[config.mk]
export PLATFORM = sky130hd
export DESIGN_NAME = nmi_event_ctrl
export DESIGN_NICKNAME = d
export VERILOG_FILES = /design/src/rtl/nmi_event_ctrl.sv
export SDC_FILE = /design/constraint.sdc
export NUM_CORES = 1
export LEC_CHECK = 0
export BUFFER_PORTS_ARGS = -buffer_cell sky130_fd_sc_hd__buf_2
export CAP_MARGIN = 20
export CELL_PAD_IN_SITES_DETAIL_PLACEMENT = 0
export CELL_PAD_IN_SITES_GLOBAL_PLACEMENT = 1
export CORE_UTILIZATION = 40
export DETAILED_ROUTE_END_ITERATION = 8
export GPL_ROUTABILITY_DRIVEN = 0
export PLACE_DENSITY_LB_ADDON = 0.1
export SYNTH_ARGS = -nofsm -noshare
export SYNTH_HDL_FRONTEND = slang
export SYNTH_SLANG_ARGS = --single-unit
[constraint.sdc]
create_clock -name clk -period 5.4 [get_ports clk]
set_clock_uncertainty 0.05 [all_clocks]
set_input_delay 0.27 -clock clk [delete_from_list [all_inputs] [get_ports clk]]
set_output_delay 0.27 -clock clk [all_outputs]
set_load 0.05 [all_outputs]
[src/rtl/nmi_event_ctrl.sv]
// NMI event controller: latches user event edges, raises NMI, pages in the config ROM
// while the handler runs, and tracks acknowledge timeouts.
module nmi_event_ctrl #(
   parameter int          NUM_EVENTS     = 5,
   parameter logic [7:0]  REG_ADDR       = 8'h08,
   parameter logic [15:0] NMI_VECTOR     = 16'h0066,
   parameter logic [15:0] EXIT_ADDR      = 16'h006A,
   parameter int          ASSERT_TIMEOUT = 4096
) (
   input  logic                  clk,
   input  logic                  rst_n,
   input  logic [7:0]            zxuno_addr,
   input  logic                  zxuno_regrd,
   input  logic                  zxuno_regwr,
   input  logic [7:0]            din,
   input  logic [NUM_EVENTS-1:0] userevents,
   input  logic [15:0]           a,
   input  logic                  m1_n,
   input  logic                  mreq_n,
   input  logic                  rd_n,
   output logic [7:0]            dout,
   output logic                  oe_n,
   output logic                  nmiout_n,
   output logic                  page_configrom_active
);

   localparam int CW = $clog2(ASSERT_TIMEOUT) + 1;

   typedef enum logic [1:0] {ST_IDLE, ST_ASSERT, ST_HANDLER, ST_EXITING} state_t;

   state_t                state, state_d;
   logic [NUM_EVENTS-1:0] evt_q, pending, pending_d, active, active_d, rise, w1c;
   logic                  nmi_d, page_d, timeout_flag, tflag_d;
   logic [CW-1:0]         counter, cnt_d;
   logic                  reg_wr, ack, exit_fetch;

   assign rise       = userevents & ~evt_q;
   assign reg_wr     = zxuno_regwr && (zxuno_addr == REG_ADDR);
   assign w1c        = reg_wr ? din[NUM_EVENTS-1:0] : '0;
   assign ack        = !mreq_n && !m1_n && (a == NMI_VECTOR);
   assign exit_fetch = !mreq_n && !m1_n && !rd_n && (a == EXIT_ADDR);
   assign oe_n       = !((zxuno_addr == REG_ADDR) && zxuno_regrd);

   always_comb begin
      dout                 = '0;
      dout[NUM_EVENTS-1:0] = active;
      dout[7]              = timeout_flag;
   end

   always_comb begin
      state_d   = state;
      // New edges always land in pending, so set beats a same-cycle clear
      pending_d = (pending & ~w1c) | rise;
      active_d  = active;
      nmi_d     = nmiout_n;
      page_d    = page_configrom_active;
      tflag_d   = timeout_flag & ~(reg_wr & din[7]);
      cnt_d     = counter;
      case (state)
         ST_IDLE: begin
            if (pending != '0) begin
               active_d  = pending;
               pending_d = rise;
               nmi_d     = 1'b0;
               page_d    = 1'b1;
               cnt_d     = '0;
               state_d   = ST_ASSERT;
            end
         end
         ST_ASSERT: begin
            if (ack) begin
               nmi_d   = 1'b1;
               state_d = ST_HANDLER;
            end else if (counter == CW'(ASSERT_TIMEOUT - 1)) begin
               // Unacknowledged NMI: drop the active events and flag it
               nmi_d    = 1'b1;
               page_d   = 1'b0;
               active_d = '0;
               tflag_d  = 1'b1;
               state_d  = ST_IDLE;
            end else begin
               cnt_d = counter + 1'b1;
            end
         end
         ST_HANDLER: begin
            if (exit_fetch) state_d = ST_EXITING;
         end
         ST_EXITING: begin
            if (m1_n) begin
               page_d   = 1'b0;
               active_d = '0;
               state_d  = ST_IDLE;
            end
         end
         default: state_d = ST_IDLE;
      endcase
   end

   always_ff @(posedge clk) begin
      if (!rst_n) begin
         state                 <= ST_IDLE;
         nmiout_n              <= 1'b1;
         page_configrom_active <= 1'b0;
         pending               <= '0;
         active                <= '0;
         timeout_flag          <= 1'b0;
         counter               <= '0;
         evt_q                 <= userevents;
      end else begin
         state                 <= state_d;
         nmiout_n              <= nmi_d;
         page_configrom_active <= page_d;
         pending               <= pending_d;
         active                <= active_d;
         timeout_flag          <= tflag_d;
         counter               <= cnt_d;
         evt_q                 <= userevents;
      end
   end

endmodule

# Word-level counts from Yosys, hierarchy flattened
# Index checks and enable logic that the tools add are counted.
[classes]
mux = 30
n_bitwise = 8
n_addsub = 1
n_reduce_logical = 18
n_eq_ne = 14
[op_table]
columns = ["op", "count"]
rows = [
  ["$mux 13", 3],
  ["$mux 5", 7],
  ["$eq 16x7->1 const B", 2],
  ["$pmux 13 s2", 1],
  ["$pmux 5 s3", 1],
  ["$add 13x1->13 const B", 1],
  ["$eq 13x12->1 const B", 1],
  ["$ne 2x2->1 const B", 6],
  ["$and 5x5->5", 2],
  ["$mux 1", 10],
  ["$mux 2", 5],
  ["$not 5->5", 2],
  ["$eq 8x4->1 const B", 1],
  ["$pmux 2 s4", 1],
  ["$reduce_and 4->1", 2],
  ["$logic_and 1x1->1", 6],
  ["$or 5x5->5", 1],
  ["$reduce_and 5->1", 1],
  ["$reduce_bool 5->1", 1],
  ["$eq 2x2->1 const B", 2],
  ["$logic_not 1->1", 4],
  ["$ne 3x3->1 const B", 1],
  ["$pmux 1 s3", 1],
  ["$reduce_and 3->1", 1],
  ["other kinds (7)", 8],
]
[word_totals]
output_inout_bits = 11
reg_bits = 33
word_cells = 79

# Longest topological paths before layout
# Gate-level depths: netlist of the first run.
[logic_depth]
word_depth = 8
mapped_depth = 9
ltp_nobuf = 7

# Worst setup path before layout of the first run
# No wires, ideal clock.
[synth_timing]
path_kind = "reg-to-reg"
from = "reg state[0]"
to = "reg counter[6]"
setup_ns = 0.059
stages_incl_launch_ff = 8
slack_ns = 3.365
t_arrival_ns = 1.926
n_path_buf = 0
path_cell_list = "dfxtp_1 -> inv_1 -> ha_1 -> nor2b_1 -> a21o_4 -> o21ai_4 -> or4_1 -> nand2_1"
[synth_via]
elab_chain_cells = 3
[synth_lines]
columns = ["item", "line_no", "rtl"]
rows = [
  ["start, declared", "31", "state_t state, state_d;"],
  ["start signal, assigned", "110", "state <= state_d;"],
  ["$eq 2x1->1 / $logic_not 2->1 (equally long branches)", "59", "case (state)"],
  ["$ne 2x2->1 (no line) / $reduce_bool 2->1 (equally long branches)", "--", ""],
  ["$reduce_and 4->1 (no line)", "--", ""],
  ["end signal, assigned", "116", "counter <= cnt_d;"],
  ["end, declared", "34", "logic [CW-1:0] counter, cnt_d;"],
]
# Several ways; a longest one is shown, not always the timed one.
# A chain may end at the register's enable or synchronous reset.

# Worst setup path in the final report of the first run
# Ends and elaborated chain as after synthesis.

==> results of run 1 <==
## area by class of cell
| class | instances | area [um^2] |
|---|---|---|
| well taps | 50 | 62.6 |
| clock buffers | 5 | 68.8 |
| flip-flops and latches | 33 | 661 |
| inverters | 3 | 11.3 |
| fillers | 410 | 2030 |
| repair buffers | 50 | 250 |
| clock inverters | 1 | 5.00 |
| multi-input cells | 155 | 1030 |
## worst max path at each step
stage | to | depth (start not counted)
after floorplan | counter[6] | 7
after global placement | counter[4] | 7
after detailed placement | counter[4] | 7
after CTS | counter[6] | 7
after global routing | counter[4] | 7
final | counter[6] | 7
## synth_stat cells (2+ instances only)
| cell type | number |
|---|---|
| dfxtp_1 | 33 |
| nand2_1 | 25 |
| a21oi_1 | 13 |
| nand3_1 | 10 |
| nand4_1 | 8 |
| nor2b_1 | 8 |
| o21ai_1 | 8 |
| mux2i_1 | 7 |
| ha_1 | 6 |
| nand2b_1 | 6 |
| nor2_1 | 6 |
| o21a_1 | 6 |
| or3_1 | 6 |
| or4_1 | 6 |
| a21boi_1 | 4 |
| buf_4 | 3 |
| clkbuf_1 | 3 |
| nor4_1 | 3 |
| o211ai_1 | 3 |
| and2_1 | 2 |
| and4_1 | 2 |
| buf_6 | 2 |
| inv_1 | 2 |
| nor4b_1 | 2 |
| o31ai_1 | 2 |
## stage by stage
stage | cell area [um^2] | util (%)
2_1_floorplan | 1760 | -
3_3_place_gp | 2020 | 49.0
3_5_place_dp | 2020 | 49.0
4_1_cts | 2090 | 50.8
5_1_grt | 2090 | 50.8
6_report | 2090 | 50.8
## sequential cells by signal (all words and copies together) (netlist names), named ones only
signal	flops
evt_q	5
counter	13
page_configrom_active	1
pending	5
active	5
timeout_flag	1
state	1
nmiout_n	1
## power groups by stage
stage	clock network [mW]	registers, mW	logic [mW]
after detailed placement	0	0.287	0.279
final	0.169	0.281	0.276
after CTS	0.177	0.282	0.281
after floorplan	0	0.315	0.186
after global routing	0.188	0.285	0.308
after global placement	0	0.286	0.280
## metal layers
layer  vias up  GRT usage (%)  part of all wire [%]
li1        829              -                     -
met1       690           24.0                    53
met2        51           25.6                    39
met3         7           5.50                   5.8
met4         0           8.59                   1.8
met5         -              0                     0
## critical path: stages, from the launching register on
cell	delay (ns)
dfxtp_1	0.36
inv_1	0.19
ha_1	0.32
nor2b_1	0.40
a21o_4	0.25
o21ai_4	0.11
or4_1	0.53
nand2_1	0.07
## logic make-up (layout without fill, tap and decap cells)
kind of cell / after synthesis / count (layout) / share of synthesized area, %
adders and majority gates: 6 / 6 / 4.26
buffers and inverters: 12 / 59 / 4.12
other: 1 / 2 / 0.213
DFF: 33 / 33 / 37.5
muxes: 7 / 7 / 3.98
and+or+nand+nor: 91 / 91 / 29.9
AOI/OAI and AO/OA: 49 / 49 / 20.0
## cell usage in the layout (no fill, tap or decap), drive strengths merged, types with 3 or more instances in the layout
cell type  count
mux2i          7
a21boi         5
clkbuf         5
o211ai         3
o21a           6
dfxtp         33
ha             6
nand2b         6
a21oi         14
o21ai         11
nor2b          8
nor2           6
or4            7
nor4           4
nand2         25
nand4          8
nand3         10
and2           3
buf           50
or3            6
==> qor.txt, run 1 <==
PortBufs: 50
Synth unique cells: 48
Worst Path Arrival: 2.51 ns
Minimum clock period after layout: 2.33 ns
Vias in the first global route: 1,345
Nets: 298
Period utilization: 43.1%
Synth warn: 0
Post-CTS setup repair buffer count: 0
Critical Path RT: 5.58 ns
RSZ-0062 raised after global routing: no
Post-DP HPWL: 2730 um
N_diodes: 0
Setup WS pre-CTS: 3.08 ns
Top-area cell type share of the netlist area: 37.5%
Starting Density: 42.8%
Worst VDD drop: 0.000125 V
Reg clk slew, reported paths: 0.07 ns
#FFs+latches synth: 33
Sink Count: 33
GRT Overall Usage: 17.9%
Worst skew pair latency: 0.29 ns
Initial antenna violation count: 0
Syn Area/Cell: 8.85 um^2
Max-cap violations: 0
Inst Count DP: 291
Mapped Area: 1760 um^2
Power Dens Cells: 348 nW/um^2
Total power: 727 uW
Hold crit path type: primary input to flop
Predominant post-synthesis flop cell: dfxtp_1
R2r endpoint: counter[6]
Status: finished clean
First-pass GRT wire length: 6040 um
Post-synthesis sequential area ratio: 37.5%
Wirelength per Cell: 12.1 um
Largest net degree at the start of global routing: 28
Slew Viols, Final: 0
Setup crit start kind: flop
Leak pwr: 0.847 nW
Fin cells: 297
Combinational share of power: 38.0%
Core area: 4120 um^2
Largest area contributor in the netlist: dfxtp_1
Reg2Reg Depth: 7
Resize count post-CTS: 0
CTS root buffer: clkbuf_8
DRC viols: 0
R2R setup slack: 3.07 ns
Fin Setup TNS: 0 ns
Worst hold slack: 0.0450 ns
Setup crit end kind: flop
Die area: 4670 um^2
DR vias/cell: 5.31
I/O pin cnt: 55
TritonCTS Buffers: 5
Hold path start: userevents[0]
Clk pwr share: 23.3%
Async S/R FF share, synth: 0%
Die height: 68.3 um
Antenna viol nets, final: 0
DRT Pass-1 Iters: 4
Syn Inst Count: 199
Worst Setup SP: state[0]
H-tree levels: 2
Final setup viols: 0
Net Sw Frac: 38.2%
GR Overflow Total: 0
WS Path Type: flop to flop
RR Startpoint: state[0]
CTS tree: built
Ranking of synthesized cells by area: dfxtp_1, nand2_1, ha_1, mux2i_1, a21oi_1
F_max: 430 MHz
Row count: 23
Die Wd: 68.3 um
Share of layout cells above drive strength 1: 26.3%
Area Growth Syn to Fin: 18.7%
WHS Path Cells: 1
Worst Hold Path EP: evt_q[0]
Vias: 1,577
Final Hold Vio Count: 0
Post-Route WL: 3610 um
Final WS setup: 3.07 ns
Sequential share of power: 38.7%
P_sw: 277 uW
Number of flops mapped to enable cells by yosys: 0
Internal: 450 uW
Crit Path Max Fanout: 10
Clock Tree Buf Depth: 2
Drt initial violations: 80
CTS hold repair buffers: 0
Power figures use the tool's default switching activity.
==> run 2: changes to the inputs <==
Settings changed: CORE_UTILIZATION 40 to 33.
Clock period 5.4 ns to 2.1 ns, I/O delays scaled along.
==> qor.txt, run 2 (same netlist as run 1, synthesis figures left out) <==
Status: finished clean
GRT Overall Usage: 16.4%
Die height: 75.0 um
Share of layout cells above drive strength 1: 30.7%
DR vias/cell: 4.95
Detail Route met3 WL: 221 um
Hold path start: rst_n
Antenna viol nets, final: 0
Max FFs per register: 13
Net Sw Frac: 37.6%
Final Hold Vio Count: 0
Die area: 5630 um^2
R2r endpoint: counter[10]
N_diodes: 0
Die Wd: 75.0 um
Post-Route WL: 4090 um
Sink Count: 33
First-pass GRT wire length: 6840 um
Worst skew pair latency: 0.29 ns
WS Path Type: flop to flop
Power Dens Cells: 899 nW/um^2
Combinational share of power: 42.8%
Crit Path Max Fanout: 24
Slowest CP cell: or4_1
Reg2Reg Depth: 7
Max-cap violations: 0
Most frequent cells in the layout: buf_2, dfxtp_1, nand2_1, buf_4, a21oi_1
P_sw: 777 uW
F_max: 511 MHz
Leak pwr: 0.956 nW
GR Overflow Total: 0
Most flop-heavy register: counter
Starting Density: 34.5%
Clock Tree Buf Depth: 2
PortBufs: 50
Worst Path Arrival: 2.13 ns
Core area: 5110 um^2
CTS root buffer: clkbuf_8
Critical Path RT: 2.27 ns
Drt initial violations: 63
Reg clk slew, reported paths: 0.07 ns
Clk pwr share: 22.5%
Minimum clock period after layout: 1.96 ns
I/O pin cnt: 55
H-tree levels: 2
DRT Pass-1 Iters: 4
R2R setup slack: 0.14 ns
Area Growth Syn to Fin: 30.4%
TritonCTS Buffers: 5
Met2 WL: 1810 um
Row count: 26
Cell Area, Placed: 2160 um^2
Worst Hold Path EP: nmiout_n
Post-route cell area: 2300 um^2
Nets: 319
Setup crit end kind: flop
WHS Path Cells: 2
RSZ-0062 raised after global routing: no
Period utilization: 93.2%
Worst path cell trace: inv_1, ha_1, clkinv_1, nor3b_1, a2bb2o_4, or4_1, a21oi_1
Largest net degree at the start of global routing: 25
Sequential share of power: 34.6%
Total power: 2.06 mW
CTS tree: built
Fin Setup TNS: 0 ns
Vias: 1,684
Hold crit path type: primary input to flop
Internal: 1.29 mW
Post-DP HPWL: 3150 um
Setup crit start kind: flop
DRC viols: 0
Final setup viols: 0
Worst VDD drop: 0.000341 V
Initial antenna violation count: 0
Commonest non-fill, non-tap cell in the layout: buf_2
Wirelength per Cell: 12.0 um
Vias in the first global route: 1,498
Slew Viols, Final: 0
Worst path max stage delay: 0.49 ns
Top Layer Used: met4
WL met1: 1980 um
-- run 2: cell types whose count changed in the layout (fill, tap and decap cells not counted), sizes merged --
cell	previous run	this run
buf	50	66
clkinv	2	3
dlygate4sd3	0	5
clkbuf	5	6
-- run 2: routing by layer --
layer,vias up,global-route usage [%]
li1,871,-
met1,762,21.3
met2,43,25.2
met3,8,4.82
met4,0,6.92
met5,-,0
-- run 2: stage by stage --
step	hold slack (ns)	setup WS (ns)	cells	util, %
4_1_cts	0.0544	0.0908	340	44.9
2_1_floorplan	0.0827	0.0647	200	-
5_1_grt	0.0526	0.00228	340	45.0
6_report	0.0555	0.143	340	45.0
3_3_place_gp	0.167	0.125	327	42.3
3_5_place_dp	0.171	0.127	327	42.3
-- run 2: how the worst max path moves through the flow --
stage | to | cells after the start | slack (ns)
floorplan | counter[6] | 7 | 0.06
global placement | counter[3] | 7 | 0.12
detailed placement | counter[3] | 7 | 0.13
CTS | counter[3] | 7 | 0.09
global route | counter[3] | 8 | 0.002
finish | counter[10] | 7 | 0.14
-- run 2: repair_timing --
item	CTS	global route
gates resized for setup	0	1
endpoints found under the setup margin	0	3
hold endpoints to repair	5	0
buffers inserted	0	0
hold buffers	5	0
-- run 2: critical path: cells and delay by family (launching register included) --
family	cells	cell delay, ns
compound gates	2	0.43
buf+inv	2	0.23
simple gates	2	0.57
flops	1	0.38
fa+ha+maj	1	0.23
-- run 2: area by class of cell --
cell class / count / area, um^2
inverter: 3 / 11.3
sequential: 33 / 661
clock buffer: 6 / 72.6
multi-input combinational: 155 / 1030
fill: 530 / 2810
clock inverter: 2 / 10.0
timing repair buffer: 71 / 420
tap: 70 / 87.6
-- run 2: power groups by stage --
stage | Combinational (mW) | Sequential [mW] | Clock, mW
2_1_floorplan | 0.480 | 0.810 | 0
3_3_place_gp | 0.882 | 0.729 | 0
3_5_place_dp | 0.878 | 0.729 | 0
4_1_cts | 0.890 | 0.715 | 0.485
5_1_grt | 0.962 | 0.722 | 0.516
6_report | 0.885 | 0.716 | 0.465
